**src/rtl/volt_disp_pkg.sv**
```systemverilog
// Shared types and constants for the voltmeter display controller.
//   state_t     : controller FSM states
//   bcd_digit_t : one BCD digit
//   CV_W/CV_MAX : centivolt value width and saturation ceiling
package volt_disp_pkg;

  typedef enum logic [1:0] {
    ACC   = 2'd0,
    SCALE = 2'd1,
    BCD   = 2'd2
  } state_t;

  typedef logic [3:0] bcd_digit_t;

  localparam int CV_W   = 14;
  localparam int CV_MAX = 9999;

endpackage

```
**src/rtl/volt_disp_ctrl_bin2bcd_seq.sv**
```systemverilog
// Sequential double-dabble converter, 14-bit binary to four BCD digits.
// Ports:
//   sys_clk, sys_rst : clock, synchronous active-high reset
//   start, bin       : load request and value; start is ignored while running
//   done             : high in the last iteration cycle (14th after start)
//   dig3..dig0       : result digits (thousands..ones), valid while done is high
module bin2bcd_seq
  import volt_disp_pkg::*;
(
  input  logic            sys_clk,
  input  logic            sys_rst,
  input  logic            start,
  input  logic [CV_W-1:0] bin,
  output logic            done,
  output logic [3:0]      dig3,
  output logic [3:0]      dig2,
  output logic [3:0]      dig1,
  output logic [3:0]      dig0
);

  logic                 running;
  logic [3:0]           iter;
  logic [CV_W-1:0]      bin_sh;
  logic [15:0]          bcd_sh;
  logic [15:0]          bcd_adj;
  logic [CV_W+15:0]     sh_nxt;

  always_comb begin
    bcd_adj = bcd_sh;
    for (int i = 0; i < 4; i++) begin
      if (bcd_sh[4*i +: 4] >= 4'd5)
        bcd_adj[4*i +: 4] = bcd_sh[4*i +: 4] + 4'd3;
    end
    sh_nxt = {bcd_adj, bin_sh} << 1;
  end

  // Digits come from the combinational next value so the result is available
  // in the same cycle that the final shift happens.
  assign done = running && (iter == 4'd0);
  assign dig3 = sh_nxt[CV_W+15:CV_W+12];
  assign dig2 = sh_nxt[CV_W+11:CV_W+8];
  assign dig1 = sh_nxt[CV_W+7:CV_W+4];
  assign dig0 = sh_nxt[CV_W+3:CV_W];

  always_ff @(posedge sys_clk) begin
    if (sys_rst) begin
      running <= 1'b0;
      iter    <= '0;
      bin_sh  <= '0;
      bcd_sh  <= '0;
    end else if (!running) begin
      if (start) begin
        running <= 1'b1;
        iter    <= 4'(CV_W - 1);
        bin_sh  <= bin;
        bcd_sh  <= '0;
      end
    end else begin
      bcd_sh <= sh_nxt[CV_W+15:CV_W];
      bin_sh <= sh_nxt[CV_W-1:0];
      if (iter == 4'd0)
        running <= 1'b0;
      else
        iter <= iter - 4'd1;
    end
  end

endmodule

```
**src/rtl/volt_disp_ctrl.sv**
```systemverilog
// Voltmeter display controller: block-averages signed ADC samples, scales to
// centivolts, converts to BCD and publishes the digits on frame_start.
// Ports:
//   sys_clk, sys_rst     : clock, synchronous active-high reset
//   adc_valid, adc_data  : signed sample stream (dropped while busy)
//   frame_start          : LCD frame pulse, publishes a pending result
//   data_symbol          : 1 = show minus sign
//   data_tens..data_percentiles : BCD digits, zero-extended to 8 bits
//   disp_upd             : one-cycle pulse when the outputs load
//   busy                 : high while scaling / converting
//
// state | meaning
// ACC   | accumulating samples of the current block
// SCALE | average, magnitude, scale and saturate (one cycle)
// BCD   | waiting for the 14-cycle BCD conversion
module volt_disp_ctrl
  import volt_disp_pkg::*;
#(
  parameter int IN_W        = 12,
  parameter int AVG_LOG2    = 4,
  parameter int SCALE_MUL   = 1001,
  parameter int SCALE_SHIFT = 11
) (
  input  logic            sys_clk,
  input  logic            sys_rst,
  input  logic            adc_valid,
  input  logic [IN_W-1:0] adc_data,
  input  logic            frame_start,
  output logic            data_symbol,
  output logic [7:0]      data_tens,
  output logic [7:0]      data_units,
  output logic [7:0]      data_decile,
  output logic [7:0]      data_percentiles,
  output logic            disp_upd,
  output logic            busy
);

  localparam int ACC_W  = IN_W + AVG_LOG2;
  localparam int PROD_W = IN_W + 16;

  state_t state, state_nxt;

  logic signed [ACC_W-1:0] acc;
  logic [AVG_LOG2-1:0]     cnt;
  logic                    sample_en;
  logic                    last_sample;
  logic                    scale_start;
  logic                    busy_nxt;

  logic signed [IN_W-1:0]  avg;
  logic [IN_W-1:0]         mag;
  logic [PROD_W-1:0]       prod;
  logic [PROD_W-1:0]       shifted;
  logic [CV_W-1:0]         cv;
  logic                    neg_calc;
  logic                    neg_r;

  logic                    bcd_done;
  bcd_digit_t              d3, d2, d1, d0;

  logic                    pending;
  logic                    sh_neg;
  bcd_digit_t              sh_d3, sh_d2, sh_d1, sh_d0;

  always_ff @(posedge sys_clk) begin
    if (sys_rst) state <= ACC;
    else         state <= state_nxt;
  end

  always_comb begin
    state_nxt = state;
    case (state)
      ACC:     if (last_sample) state_nxt = SCALE;
      SCALE:   state_nxt = BCD;
      BCD:     if (bcd_done) state_nxt = ACC;
      default: state_nxt = ACC;
    endcase
  end

  always_comb begin
    sample_en   = adc_valid && (state == ACC);
    scale_start = (state == SCALE);
    busy_nxt    = (state_nxt != ACC);
  end

  // cnt is a down-counter of remaining samples; the block ends at zero.
  assign last_sample = sample_en && (cnt == '0);

  always_ff @(posedge sys_clk) begin
    if (sys_rst || bcd_done) begin
      acc <= '0;
      cnt <= '1;
    end else if (sample_en) begin
      acc <= acc + {{AVG_LOG2{adc_data[IN_W-1]}}, adc_data};
      cnt <= cnt - 1'b1;
    end
  end

  // Magnitude of the most negative average still fits as unsigned IN_W bits.
  always_comb begin
    avg      = IN_W'(acc >>> AVG_LOG2);
    mag      = avg[IN_W-1] ? (~avg + IN_W'(1)) : avg;
    prod     = PROD_W'(mag) * PROD_W'(SCALE_MUL);
    shifted  = prod >> SCALE_SHIFT;
    cv       = (shifted > PROD_W'(CV_MAX)) ? CV_W'(CV_MAX) : shifted[CV_W-1:0];
    neg_calc = avg[IN_W-1] && (cv != '0);
  end

  always_ff @(posedge sys_clk) begin
    if (sys_rst) begin
      neg_r <= 1'b0;
      busy  <= 1'b0;
    end else begin
      if (scale_start) neg_r <= neg_calc;
      busy <= busy_nxt;
    end
  end

  bin2bcd_seq u_bcd (
    .sys_clk (sys_clk),
    .sys_rst (sys_rst),
    .start   (scale_start),
    .bin     (cv),
    .done    (bcd_done),
    .dig3    (d3),
    .dig2    (d2),
    .dig1    (d1),
    .dig0    (d0)
  );

  // Outputs load from the pre-write shadow, so a coincident result write
  // stays pending for the following frame.
  always_ff @(posedge sys_clk) begin
    if (sys_rst) begin
      pending          <= 1'b0;
      sh_neg           <= 1'b0;
      sh_d3            <= '0;
      sh_d2            <= '0;
      sh_d1            <= '0;
      sh_d0            <= '0;
      data_symbol      <= 1'b0;
      data_tens        <= '0;
      data_units       <= '0;
      data_decile      <= '0;
      data_percentiles <= '0;
      disp_upd         <= 1'b0;
    end else begin
      disp_upd <= 1'b0;
      if (frame_start && pending) begin
        data_symbol      <= sh_neg;
        data_tens        <= {4'd0, sh_d3};
        data_units       <= {4'd0, sh_d2};
        data_decile      <= {4'd0, sh_d1};
        data_percentiles <= {4'd0, sh_d0};
        disp_upd         <= 1'b1;
        pending          <= 1'b0;
      end
      if (bcd_done) begin
        sh_neg  <= neg_r;
        sh_d3   <= d3;
        sh_d2   <= d2;
        sh_d1   <= d1;
        sh_d0   <= d0;
        pending <= 1'b1;
      end
    end
  end

endmodule

```
**config.mk**
```make
export PLATFORM = sky130hd
export DESIGN_NAME = volt_disp_ctrl
export DESIGN_NICKNAME = d
export VERILOG_FILES = /design/src/rtl/volt_disp_pkg.sv /design/src/rtl/volt_disp_ctrl_bin2bcd_seq.sv /design/src/rtl/volt_disp_ctrl.sv
export SDC_FILE = /design/constraint.sdc
export NUM_CORES = 1
export LEC_CHECK = 0
export CORE_UTILIZATION = 55
export CTS_CLUSTER_DIAMETER = 200
export DETAILED_ROUTE_END_ITERATION = 12
export HOLD_SLACK_MARGIN = 0.08
export PLACE_DENSITY = 0.78
export SYNTH_ARGS = -nofsm -noshare
export SYNTH_HDL_FRONTEND = slang
export SYNTH_SLANG_ARGS = --single-unit
```
**constraint.sdc**
```tcl
create_clock -name sys_clk -period 6 [get_ports sys_clk]
set_input_delay 0.9 -clock sys_clk [delete_from_list [all_inputs] [get_ports sys_clk]]
set_output_delay 0.9 -clock sys_clk [all_outputs]
set_load 0.1 [all_outputs]
```
==> impl_metrics.csv, run 1 <==
group,metric,value,unit
floorplanning,num_rows,42,
layout,antennaDiodeCount,0,
sta,min_period,5991,ps
logic_synthesis,synth_edf_count,0,
sta,fin_skew,8.727,ps
global_route,grt_first_pass_wirelength,26190,um
critical_path,worst_setup_path_end_kind,"flip-flop",
logic_synthesis,synth_mux_area_share,1.081,%
place,port_buffers,34,
logic_synthesis,synth_top_family_by_area,"adder cells",
logic_synthesis,synth_compound_area_share,16.19,%
sta,timing.final.crit_share,99.85,%
global_route,grt_max_degree,77,
routing,wl_per_cell,14.17,um
logic_synthesis,ys_warn_count,0,
layout,fin_nets,1097,
floorplanning,fp.dieH,118.0,um
sta,hold_ws,446.8,ps
floorplanning,die_w,118.0,um
logic_synthesis,synth_area,7406,um2
critical_path,path_class,"flip-flop to flip-flop",
logic_synthesis,synth_most_common_cell,"nand2_1",
routing,via_per_inst,5.481,
global_route,track_usage,22.95,%
logic_synthesis,synth-xor-area-share,4.731,%
critical_path,worstPathRequired,6220,ps
clock_network,clockRootBuffer,"clkbuf_16",
logic_synthesis,synth_adder_area_share,26.80,%
critical_path,cp_max_fo,4,
layout,layout-drive-gt1-share,12.39,%
routing,vias,6183,
status,status,"finished clean",
sta,rsz0062_at_grt,"yes",
routing,drtPass1Iterations,4,
logic_synthesis,ys_ff_latch,95,
place,gp_congestion,0.8883,
critical_path,setup.worst_path.start_class,"flip-flop",
logic_synthesis,synth-simple-area-share,17.33,%
global_route,grt.overflow.total,0,
logic_synthesis,seq_area_frac_synth,25.68,%
layout,fin_cells,1128,
global_route,met1_usage,29.97,%
layout,register_area,1902,um2
sta,worst_slack,9.251,ps
job,max-cap-violations,0,
global_route,grt.busiest_layer,"met2",
global_route,antenna_found_initial,0,
logic_synthesis,ys.flop_type,"dfxtp_1",
place,post-place-ws,-79.50,ps
clock_network,max-clock-path-buffers,2,
clock_network,clock_sinks,95,
place,dpl.cell_count,1103,
floorplanning,ios,51,
clock_network,ctsHoldBuffers,0,
logic_synthesis,synthArstFlopShare,0,%
routing,wl,15990,um
clock_network,tritoncts,"yes",
layout,fillers,1090,
sta,maxSlewHeadroom,35.08,%
routing,drc,0,
sta,drv_slew,0,
routing,detail-route-antenna-nets,0,
place,hpwl,11600,um
logic_synthesis,ys_types,56,
floorplanning,initial_core_util,56.15,%
global_route,grt_use_met2,38.75,%
logic_synthesis,synth_commonest_cells,"118 x nand2_1, 95 x dfxtp_1, 93 x ha_1",
layout,multi_input_area,5269,um2
floorplanning,die_area,13930,um2
routing,drt_iter0_drc,258,
clock_network,cts-htree-levels,3,
logic_synthesis,netlist.area_leader.share,25.68,%
floorplanning,fp.coreArea,13190,um2
clock_network,numCtsBuffers,9,
sta,worstMarginPinSlew,970.7,ps
sta,clock.fmax,0.1669,GHz
layout,reg_top3,"acc x16, u_bcd.bcd_sh x16, u_bcd.bin_sh x14",
sta,hold_violations,0,
logic_synthesis,syn-instance-count,894,
clock_network,path_clk_slew,70,ps
sta,finalSetupViolations,0,
clock_network,worstSkewPairLatency,350,ps
critical_path,critPathArrivalTime,6210,ps
layout,finish.utilization,66.00,%
logic_synthesis,yosys-top-cells-area,"dfxtp_1 26%, ha_1 16%, fa_1 11%",
logic_synthesis,syn_avg_cell_area,8.284,um2
global_route,grt_pass1_vias,5799,
hold_path,hp-class,"flip-flop to flip-flop",
logic_synthesis,synth_top_cell_by_area,"dfxtp_1",
layout,area_growth_syn_to_layout,17.55,%
global_route,grtUsageMet3,4.797,%
stage by stage:
stage          area [um2]  setup TNS, ps
5_1_grt              8706         -399.6
3_3_place_gp         8056              0
6_report             8706              0
4_1_cts              8374              0
2_1_floorplan        7503              0
3_5_place_dp         8056         -79.50
cell type report:
| cell class | instances | share of cell area, % |
|---|---|---|
| sequential | 95 | 21.85 |
| tap | 176 | 2.529 |
| clock buffer | 9 | 2.587 |
| clock inverter | 7 | 0.9054 |
| inverter | 92 | 3.967 |
| timing repair buffer | 77 | 7.646 |
| multi-input combinational | 672 | 60.52 |
worst max-delay path, cell delays in order (launching register included):
cell and delay (ps):
dfxtp_1 310, or3_4 430, o31ai_4 190, xor2_1 230, inv_1 110, buf_4 150, fa_1 510, inv_2 50
fa_2 520, inv_1 50, fa_1 450, fa_1 550, ha_4 220, ha_4 250, a21o_1 190, a221oi_4 320
nor2b_2 80, a311o_1 390, a2111oi_4 390, a311oi_2 80, nor4_1 270, o41ai_1 120
placed cells by master (no fill, tap or decap), types with 3 or more instances in the layout:
master           netlist  routed
nand3_1               10       9
o21ai_0               28      26
nor2b_1                5       4
a211oi_1              10       9
fa_1                  41      40
nand2_1              118     116
or2_2                  8       8
o21a_1                 6       6
nand2b_1              13      13
xnor2_1               32      26
clkbuf_16              0       9
a21o_1                 4       4
a311oi_1               9       8
o211ai_1               3       3
a21oi_1               92      90
clkdlybuf4s50_1        0      33
nor3b_1                4       4
buf_4                 16      41
ha_1                  93      85
dfxtp_1               95      95
or3_4                  0       3
xnor2_2                0       6
mux2i_1                8       8
a221oi_2               2       3
a31oi_1                5       5
inv_2                  0       4
and2_1                 4       4
and3_1                15      12
nor2_1                69      68
o31ai_1                7       4
xor2_1                 8       7
nor3_1                23      22
inv_1                 92      88
ha_4                   0       8
conb_1                 1      16
routing by layer:
| layer | up-vias | wire length [um] |
|---|---|---|
| met3 | 17 | 468 |
| met5 | - | 0 |
| met1 | 2966 | 7424 |
| met2 | 96 | 7932 |
| li1 | 3104 | - |
| met4 | 0 | 164 |
timing repair:
item	CTS	global route
resized for setup	1	44
setup buffers	1	8
cloned	0	0
setup endpoints to repair	1	8
pin swaps	3	31
cells by family after synthesis:
kind of cell	Yosys count
AOI/OAI and AO/OA	191
other	1
muxes	8
DFF	95
xor gates and xnor gates	40
buffers and inverters	142
and+or+nand+nor	283
adders and majority gates	134
final timing paths:
path	slack, ps	startpoint	endpoint	cells past startpoint
worst min-delay path	450	sh_d0[2]	data_percentiles[2]	2
worst min register to register	450	sh_d0[2]	data_percentiles[2]	2
worst max-delay path	9	acc[7]	neg_r	21
worst max register to register	9	acc[7]	neg_r	21
Power of run 1 is left out: the tool's default activity adds up to more than one toggle a clock period on the data nets, which glitch-free logic cannot reach.
==> inputs of run 2 (changes only) <==
==> constraint.sdc (replaced) <==
create_clock -name sys_clk -period 5.05 [get_ports sys_clk]
set_input_delay 0.7575 -clock sys_clk [delete_from_list [all_inputs] [get_ports sys_clk]]
set_output_delay 0.7575 -clock sys_clk [all_outputs]
set_load 0.1 [all_outputs]
==> impl_metrics.csv, run 2 (synthesis results as in run 1) <==
group,metric,value,unit
routing,detail-route-antenna-nets,0,
floorplanning,ios,51,
critical_path,path_class,"flip-flop to flip-flop",
hold_path,hp-class,"flip-flop to flip-flop",
clock_network,tritoncts,"yes",
sta,rsz0062_at_grt,"yes",
global_route,met1_usage,30.79,%
sta,hold_violations,0,
place,dpl.cell_count,1162,
status,status,"finished, violations left",
floorplanning,num_rows,42,
floorplanning,fp.dieH,118.0,um
place,port_buffers,34,
layout,multi_input_area,5597,um2
critical_path,setup.worst_path.start_class,"flip-flop",
job,max-cap-violations,0,
place,post-place-ws,-994.6,ps
layout,fin_nets,1164,
routing,drt_iter0_drc,359,
sta,worst_slack,-882.5,ps
hold_path,worstHoldStart,"sh_d0[1]",
floorplanning,initial_core_util,56.15,%
layout,register_area,1907,um2
sta,fin_skew,11.78,ps
global_route,grt.overflow.total,0,
layout,mostFrequentLayoutCells,"115 x nand2_1, 103 x buf_4, 91 x dfxtp_1",
routing,drc,0,
critical_path,cp_max_fo,5,
sta,maxSlewHeadroom,32.28,%
layout,final_common_cell,"nand2_1",
critical_path,r2r_slack,-880,ps
hold_path,whs_endpoint,"data_percentiles[1]",
global_route,grt_pass1_vias,6435,
sta,clock.fmax,0.1686,GHz
critical_path,r2r_end,"neg_r",
sta,finalSetupViolations,12,
clock_network,worstSkewPairLatency,350,ps
status,violations,"negative setup slack",
floorplanning,die_w,118.0,um
critical_path,critPathArrivalTime,6130,ps
clock_network,cts-htree-levels,3,
clock_network,clockRootBuffer,"clkbuf_16",
routing,vias,6531,
routing,drtPass1Iterations,7,
critical_path,worst_setup_path_end_kind,"flip-flop",
routing,via_per_inst,5.465,
global_route,grt.busiest_layer,"met2",
sta,drv_slew,0,
clock_network,numCtsBuffers,9,
place,hpwl,12410,um
clock_network,path_clk_slew,60,ps
routing,wl_per_cell,14.78,um
global_route,grtUsageMet3,4.118,%
global_route,grt_use_met2,44.74,%
layout,fillers,894,
layout,reg_top3,"acc x16, u_bcd.bcd_sh x16, u_bcd.bin_sh x14",
layout,fin_cells,1195,
clock_network,clock_sinks,95,
floorplanning,fp.coreArea,13190,um2
sta,tns,-7587,ps
layout,antennaDiodeCount,0,
sta,min_period,5932,ps
sta,worstMarginPinSlew,1013,ps
global_route,antenna_found_initial,0,
global_route,track_usage,25.19,%
floorplanning,die_area,13930,um2
layout,area_growth_syn_to_layout,28.89,%
hold_path,holdPathStages,2,
layout,layout-drive-gt1-share,22.47,%
critical_path,r2r_cells,22,
clock_network,max-clock-path-buffers,2,
critical_path,rr_startpoint,"acc[7]",
sta,timing.final.crit_share,117.5,%
routing,wl,17660,um
global_route,grt_max_degree,56,
global_route,grt_first_pass_wirelength,28730,um
critical_path,worstPathRequired,5250,ps
place,gp_congestion,0.8628,
[run 2: changes by cell type in the layout (fill, tap and decap cells not counted), sizes merged]
cell / change
clkinvlp: -1
buf: +67
inv: +1
[run 2: layout make-up]
class,count,area share (%)
inverter,92,3.644
sequential,95,19.98
timing repair buffer,144,12.44
clock inverter,7,0.6423
clock buffer,9,2.359
multi-input combinational,672,58.63
tap,176,2.307
[run 2: how the worst max path moves through the flow]
| stage | startpoint | to | slack (ps) | cells past startpoint |
|---|---|---|---|---|
| global route | acc[7] | neg_r | -1080 | 22 |
| detailed placement | acc[6] | neg_r | -990 | 21 |
| global placement | acc[4] | u_bcd.bin_sh[10] | -800 | 24 |
| finish | acc[7] | neg_r | -880 | 22 |
| CTS | acc[6] | neg_r | -820 | 21 |
| floorplan | acc[7] | neg_r | -730 | 22 |
[run 2: per-layer routing]
metal / part of all wire, % / wire length, um
met3: 4.0 / 699
met5: 0 / 0
met1: 43 / 7591
met4: 3.0 / 529
met2: 50 / 8842
[run 2: metrics by stage]
step	hold slack, ps	cell area (um2)	util, %
after floorplan	431.3	7686	-
after global placement	439.3	8670	65.73
after detailed placement	443.4	8670	65.73
after CTS	453.8	9261	70.21
after global routing	471.2	9545	72.37
final	453.9	9545	72.37
[run 2: worst max-delay path, stage by stage, from the launching register on]
cell	delay [ps]
dfxtp_2	320
or3_4	420
buf_6	140
nor2_4	70
a21oi_2	70
xor2_2	170
buf_4	160
fa_1	570
inv_2	50
fa_2	540
inv_2	40
fa_1	450
fa_1	550
ha_4	220
ha_4	250
a21o_1	190
a221oi_4	300
nand2_2	130
or3_4	430
a221oi_4	280
o2111ai_2	130
nor4_2	230
o41ai_1	80
[run 2: repair_timing]
action / 4_1_cts / 5_1_grt
buffers inserted: 11 / 6
setup endpoints to repair: 12 / 12
resized for setup: 45 / 37
pin swaps: 38 / 38
hold buffers: 0 / 0
Power of run 2 is left out for the same reason.
